### src/rtl/magma_pkg.sv
// Shared types, command codes, payload sizes and GOST test vectors for the Magma frame loader.
package magma_pkg;

  localparam int KEY_BYTES = 32;
  localparam int BLK_BYTES = 8;

  localparam logic [7:0] CMD_KEY = 8'h4B;
  localparam logic [7:0] CMD_BLK = 8'h43;

  typedef enum logic [2:0] {
    IDLE,
    KEY,
    BLK,
    DROP,
    HOLD
  } state_t;

  // Reference vectors: ciphertext decrypts to plaintext under this key.
  localparam logic [255:0] TV_KEY =
    256'hffeeddccbbaa99887766554433221100f0f1f2f3f4f5f6f7f8f9fafbfcfdfeff;
  localparam logic [63:0]  TV_CT  = 64'h4ee901e5c2d8ca3d;
  localparam logic [63:0]  TV_PT  = 64'hfedcba9876543210;

  function automatic logic [5:0] last_index(input int nbytes);
    return 6'(nbytes - 1);
  endfunction

endpackage

### src/rtl/magma_byte_packer.sv
// MSB-first byte shift register; 'shifted' previews the value with the current byte appended,
// so a commit on the final byte can capture the full payload in the same edge.
module magma_byte_packer #(
  parameter int NBYTES = 8
) (
  input  logic                  clk,
  input  logic                  rst_n,
  input  logic                  clr,
  input  logic                  load,
  input  logic [7:0]            data_byte,
  output logic [NBYTES*8-1:0]   shifted
);

  logic [NBYTES*8-1:0] shadow;

  assign shifted = {shadow[NBYTES*8-9:0], data_byte};

  always_ff @(posedge clk or negedge rst_n) begin
    if (!rst_n) begin
      shadow <= '0;
    end else if (clr) begin
      shadow <= '0;
    end else if (load) begin
      shadow <= shifted;
    end
  end

endmodule

### src/rtl/magma_frame_loader.sv
// Decodes command-framed byte packets into an atomically committed key and a held ciphertext block.
// Commit is visible 1 cycle after the last payload byte; input is stalled while a block awaits ct_ready.
module magma_frame_loader
  import magma_pkg::*;
(
  input  logic          clk,
  input  logic          rst_n,
  input  logic [7:0]    in_byte,
  input  logic          in_valid,
  output logic          in_ready,
  output logic [256:1]  key,
  output logic          key_loaded,
  output logic [64:1]   ciphertext,
  output logic          ct_valid,
  input  logic          ct_ready,
  output logic          err_cmd
);

  localparam logic [5:0] KEY_LAST = last_index(KEY_BYTES);
  localparam logic [5:0] BLK_LAST = last_index(BLK_BYTES);

  state_t       state;
  logic [5:0]   cnt;
  logic         accept;
  logic         key_start;
  logic         blk_start;
  logic [255:0] key_shifted;
  logic [63:0]  ct_shifted;

  assign accept    = in_valid && in_ready;
  assign key_start = accept && (state == IDLE) && (in_byte == CMD_KEY);
  assign blk_start = accept && (state == IDLE) && (in_byte == CMD_BLK) && key_loaded;

  magma_byte_packer #(.NBYTES(KEY_BYTES)) u_key_packer (
    .clk       (clk),
    .rst_n     (rst_n),
    .clr       (key_start),
    .load      (accept && (state == KEY)),
    .data_byte (in_byte),
    .shifted   (key_shifted)
  );

  magma_byte_packer #(.NBYTES(BLK_BYTES)) u_ct_packer (
    .clk       (clk),
    .rst_n     (rst_n),
    .clr       (blk_start),
    .load      (accept && (state == BLK)),
    .data_byte (in_byte),
    .shifted   (ct_shifted)
  );

  always_ff @(posedge clk or negedge rst_n) begin
    if (!rst_n) begin
      state      <= IDLE;
      cnt        <= '0;
      in_ready   <= 1'b1;
      key        <= '0;
      key_loaded <= 1'b0;
      ciphertext <= '0;
      ct_valid   <= 1'b0;
      err_cmd    <= 1'b0;
    end else begin
      err_cmd <= 1'b0;
      case (state)
        IDLE: begin
          if (accept) begin
            cnt <= '0;
            if (in_byte == CMD_KEY) begin
              state <= KEY;
            end else if (in_byte == CMD_BLK) begin
              // A block without a key is still framed, so swallow its payload.
              if (key_loaded) begin
                state <= BLK;
              end else begin
                state   <= DROP;
                err_cmd <= 1'b1;
              end
            end else begin
              err_cmd <= 1'b1;
            end
          end
        end
        KEY: begin
          if (accept) begin
            if (cnt == KEY_LAST) begin
              key        <= key_shifted;
              key_loaded <= 1'b1;
              cnt        <= '0;
              state      <= IDLE;
            end else begin
              cnt <= cnt + 6'd1;
            end
          end
        end
        BLK: begin
          if (accept) begin
            if (cnt == BLK_LAST) begin
              ciphertext <= ct_shifted;
              ct_valid   <= 1'b1;
              in_ready   <= 1'b0;
              cnt        <= '0;
              state      <= HOLD;
            end else begin
              cnt <= cnt + 6'd1;
            end
          end
        end
        DROP: begin
          if (accept) begin
            if (cnt == BLK_LAST) begin
              cnt   <= '0;
              state <= IDLE;
            end else begin
              cnt <= cnt + 6'd1;
            end
          end
        end
        HOLD: begin
          if (ct_ready) begin
            ct_valid <= 1'b0;
            in_ready <= 1'b1;
            state    <= IDLE;
          end
        end
        default: begin
          state    <= IDLE;
          in_ready <= 1'b1;
        end
      endcase
    end
  end

endmodule
### config.mk
export PLATFORM = sky130hd
export DESIGN_NAME = magma_frame_loader
export DESIGN_NICKNAME = d
export VERILOG_FILES = /design/src/rtl/magma_pkg.sv /design/src/rtl/magma_byte_packer.sv /design/src/rtl/magma_frame_loader.sv
export SDC_FILE = /design/constraint.sdc
export NUM_CORES = 1
export LEC_CHECK = 0
export ABC_AREA = 1
export BUFFER_PORTS_ARGS = -buffer_cell sky130_fd_sc_hd__buf_2
export CAP_MARGIN = 40
export CELL_PAD_IN_SITES_DETAIL_PLACEMENT = 1
export CELL_PAD_IN_SITES_GLOBAL_PLACEMENT = 1
export CORE_UTILIZATION = 44
export DETAILED_ROUTE_END_ITERATION = 8
export PLACE_DENSITY_LB_ADDON = 0.1
export SYNTH_ARGS = -nofsm -noshare
export SYNTH_HDL_FRONTEND = slang
export SYNTH_SLANG_ARGS = --single-unit
### constraint.sdc
create_clock -name clk -period 2.3 [get_ports clk]
set_input_delay 0.23 -clock clk [delete_from_list [all_inputs] [get_ports clk]]
set_output_delay 0.23 -clock clk [all_outputs]
set_load 0.02 [all_outputs]
==> qor.yml <==
cells_and_area:
  mostFrequentLayoutCell: "dfrtp_1"
  final_cell_mix: "636 x dfrtp_1, 632 x inv_1, 466 x nand2_1, 334 x buf_2, 263 x nor2_1"
  final_cell_area_um2: 30000
  fillers: 6647
  antenna_cells: 0
  finalCoreUtilization: 0.532
  multiInputGateArea_um2: 6140
  areaGrowthSynthToFinish_pct: 19.6
  drive_gt1_frac: 0.154
  nets: 3123
  regArea_um2: 15900
  final_cell_count_no_fill: 3917
global_route:
  overflow: 0
  antenna_found_initial: 0
  grt_first_pass_wirelength_um: 105000
  grt_max_degree: 145
  grt_usage: 0.229
  grt_pass1_vias: 19900
power_and_ir_drop:
  leakagePower_nw: 16.7
  irDropWorstVdd_v: 0.000521
  finalPower_mw: 22.8
  cellPowerDensity_nw_per_um2: 761
placed_design:
  place_inst: 3784
  post-dp-hpwl_um: 43000
  placed_area_um2: 27600
  io_buffers: 335
  preCtsSetupSlack_ns: 0.227
  place_congestion: 0.788
route:
  drt-wirelength-per-cell_um: 16.7
  drtIter0Drc: 817
  met1_length_um: 28400
  num_vias: 18800
  top_layer_used: "met4"
  dr.pass1.iters: 6
  wl_met2_um: 32000
  drt-total-wl_um: 65300
  drc: 0
  ant_nets: 0
  routed_via_density: 4.81
  wl_met3_um: 3220
sta:
  tightest_slew_ns: 0.685
  fmax_ghz: 0.484
  finalCritPeriodShare: 0.898
  final_max_slew_viol_count: 0
  rsz0062_at_grt: "no"
  setup_viol: 0
  fin_crit_ns: 2.07
  finClkSkew_ns: 0.0133
  hold_viol: 0
  hold_ws_ns: 0.0634
  maxSlewHeadroom: 0.542
  setup_slack_ns: 0.234
  fin_setup_tns_ns: 0
floorplanning:
  boundaryPins: 336
  initial_utilization: 0.445
  die_width_um: 241
  core_area_um2: 56400
  die_height_um: 241
  dieArea_um2: 57900
  num_rows: 87
setup_path:
  cp.required_ns: 2.78
  endpoint_kind: "register"
  crit_fanout: 66
  arrival_ns: 2.55
  start_kind: "register"
  path_class: "reg2reg"
clocking:
  postCtsSetupBuffers: 0
  insertion_delay_ns: 0.60
  cts_sinks: 637
  cts-buffers-inserted: 70
  path_clk_slew_ns: 0.06
  cts_resized: 0
  cts_tree: "done"
  cts_root_buf: "clkbuf_16"
  hold_buffers: 10
  cts_max_level: 3
  clockBufferDepth: 3
logic_synthesis:
  synthCells: 2802
  yosys.area.top_type: "dfrtp_1"
  yosys.area.top_type_share: 0.635
  syn_area_um2: 25100
  syn_avg_cell_area_um2: 8.95
  ys.warnings.count: 0
  synth_seq_cells: 637
  synth_cell_types: 25
  seq_area_frac_synth: 0.636
  syn-num-nets: 2815
  synth_area_leaders: "dfrtp_1 63%, inv_1 9.5%, nand2_1 7.0%"
outcome:
  status: "complete, no violations"
flow_run:
  maxCapViolations: 0
hold_path:
  hold_class: "in2reg"
-- flip-flops by register name, summed over array words and instances (netlist names) --
signal	count
in_ready	1
err_cmd	1
key_loaded	1
state	3
key	256
u_ct_packer.shadow	56
cnt	6
u_key_packer.shadow	248
ciphertext	64
ct_valid	1
-- critical path, cell delays in order (launching register included) --
cell,delay (ns)
dfstp_2,0.58
nand2_2,0.13
nor2_4,0.22
nand2_1,0.10
nor2_1,0.20
nor2_4,0.18
buf_12,0.25
a21oi_1,0.20
inv_1,0.06
-- power by group --
group,leakage (nW),total (mW),internal [mW],switching (mW)
logic,6.95,0.301,0.0514,0.249
registers,8.58,11.2,11.2,0
clock network,1.15,11.3,6.81,4.51
total,16.7,22.8,18.1,4.75
-- cell type report --
| class | instances | share of cell area |
|---|---|---|
| flip-flops and latches | 637 | 0.531 |
| clock buffers | 106 | 0.0707 |
| clock inverters | 17 | 0.00680 |
| multi-input cells | 1389 | 0.205 |
| inverters | 633 | 0.0792 |
| well taps | 756 | 0.0315 |
| repair buffers | 379 | 0.0756 |
-- cells by family (layout without fill, tap and decap cells) --
| kind of cell | after synthesis | in the layout | synth area share |
|---|---|---|---|
| compound gates | 637 | 637 | 0.128 |
| xor+xnor | 2 | 2 | 0.000699 |
| fa+ha+maj | 1 | 1 | 0.000499 |
| buf+inv | 776 | 1135 | 0.121 |
| flops | 637 | 637 | 0.636 |
| mux | 1 | 1 | 0.000399 |
| simple gates | 748 | 748 | 0.114 |
-- routing by layer --
layer | global-route usage | vias up
met5 | 0 | -
met2 | 0.383 | 284
met4 | 0.0670 | 0
met3 | 0.0551 | 99
met1 | 0.296 | 9383
li1 | - | 9074
-- synthesized netlist by cell type --
cell type,instances
buf_4,1
clkbuf_1,55
a32oi_1,1
nand3_2,1
a21oi_1,251
nor3_1,2
o21ai_0,137
a21boi_0,1
nor2_1,264
dfstp_2,1
ha_1,1
nand3_4,1
dfrtp_1,636
nand2_1,467
mux2i_1,1
nand2_2,1
inv_2,1
o21ai_1,245
nor2_4,1
nand3_1,9
inv_1,632
o21bai_1,2
nor3_2,2
xor2_1,2
buf_2,87
-- final timing paths --
| check | startpoint | end | slack [ns] | cells after the start |
|---|---|---|---|---|
| worst max-delay path | in_ready$_DFFE_PN1P_ | u_key_packer.shadow[119]$_DFFE_PN0P_ | 0.23 | 8 |
| worst min-delay path | in_valid | err_cmd$_DFF_PN0_ | 0.06 | 3 |
| worst max register to register | in_ready$_DFFE_PN1P_ | u_key_packer.shadow[119]$_DFFE_PN0P_ | 0.23 | 8 |
| worst min register to register | u_key_packer.shadow[114]$_DFFE_PN0P_ | u_key_packer.shadow[114]$_DFFE_PN0P_ | 0.47 | 2 |
| max in group asynchronous | rst_n | key[127]$_DFFE_PN0P_ | 1.20 | 3 |
| min in group asynchronous | rst_n | ciphertext[12]$_DFFE_PN0P_ | 0.18 | 2 |
Power figures use the tool's default switching activity.
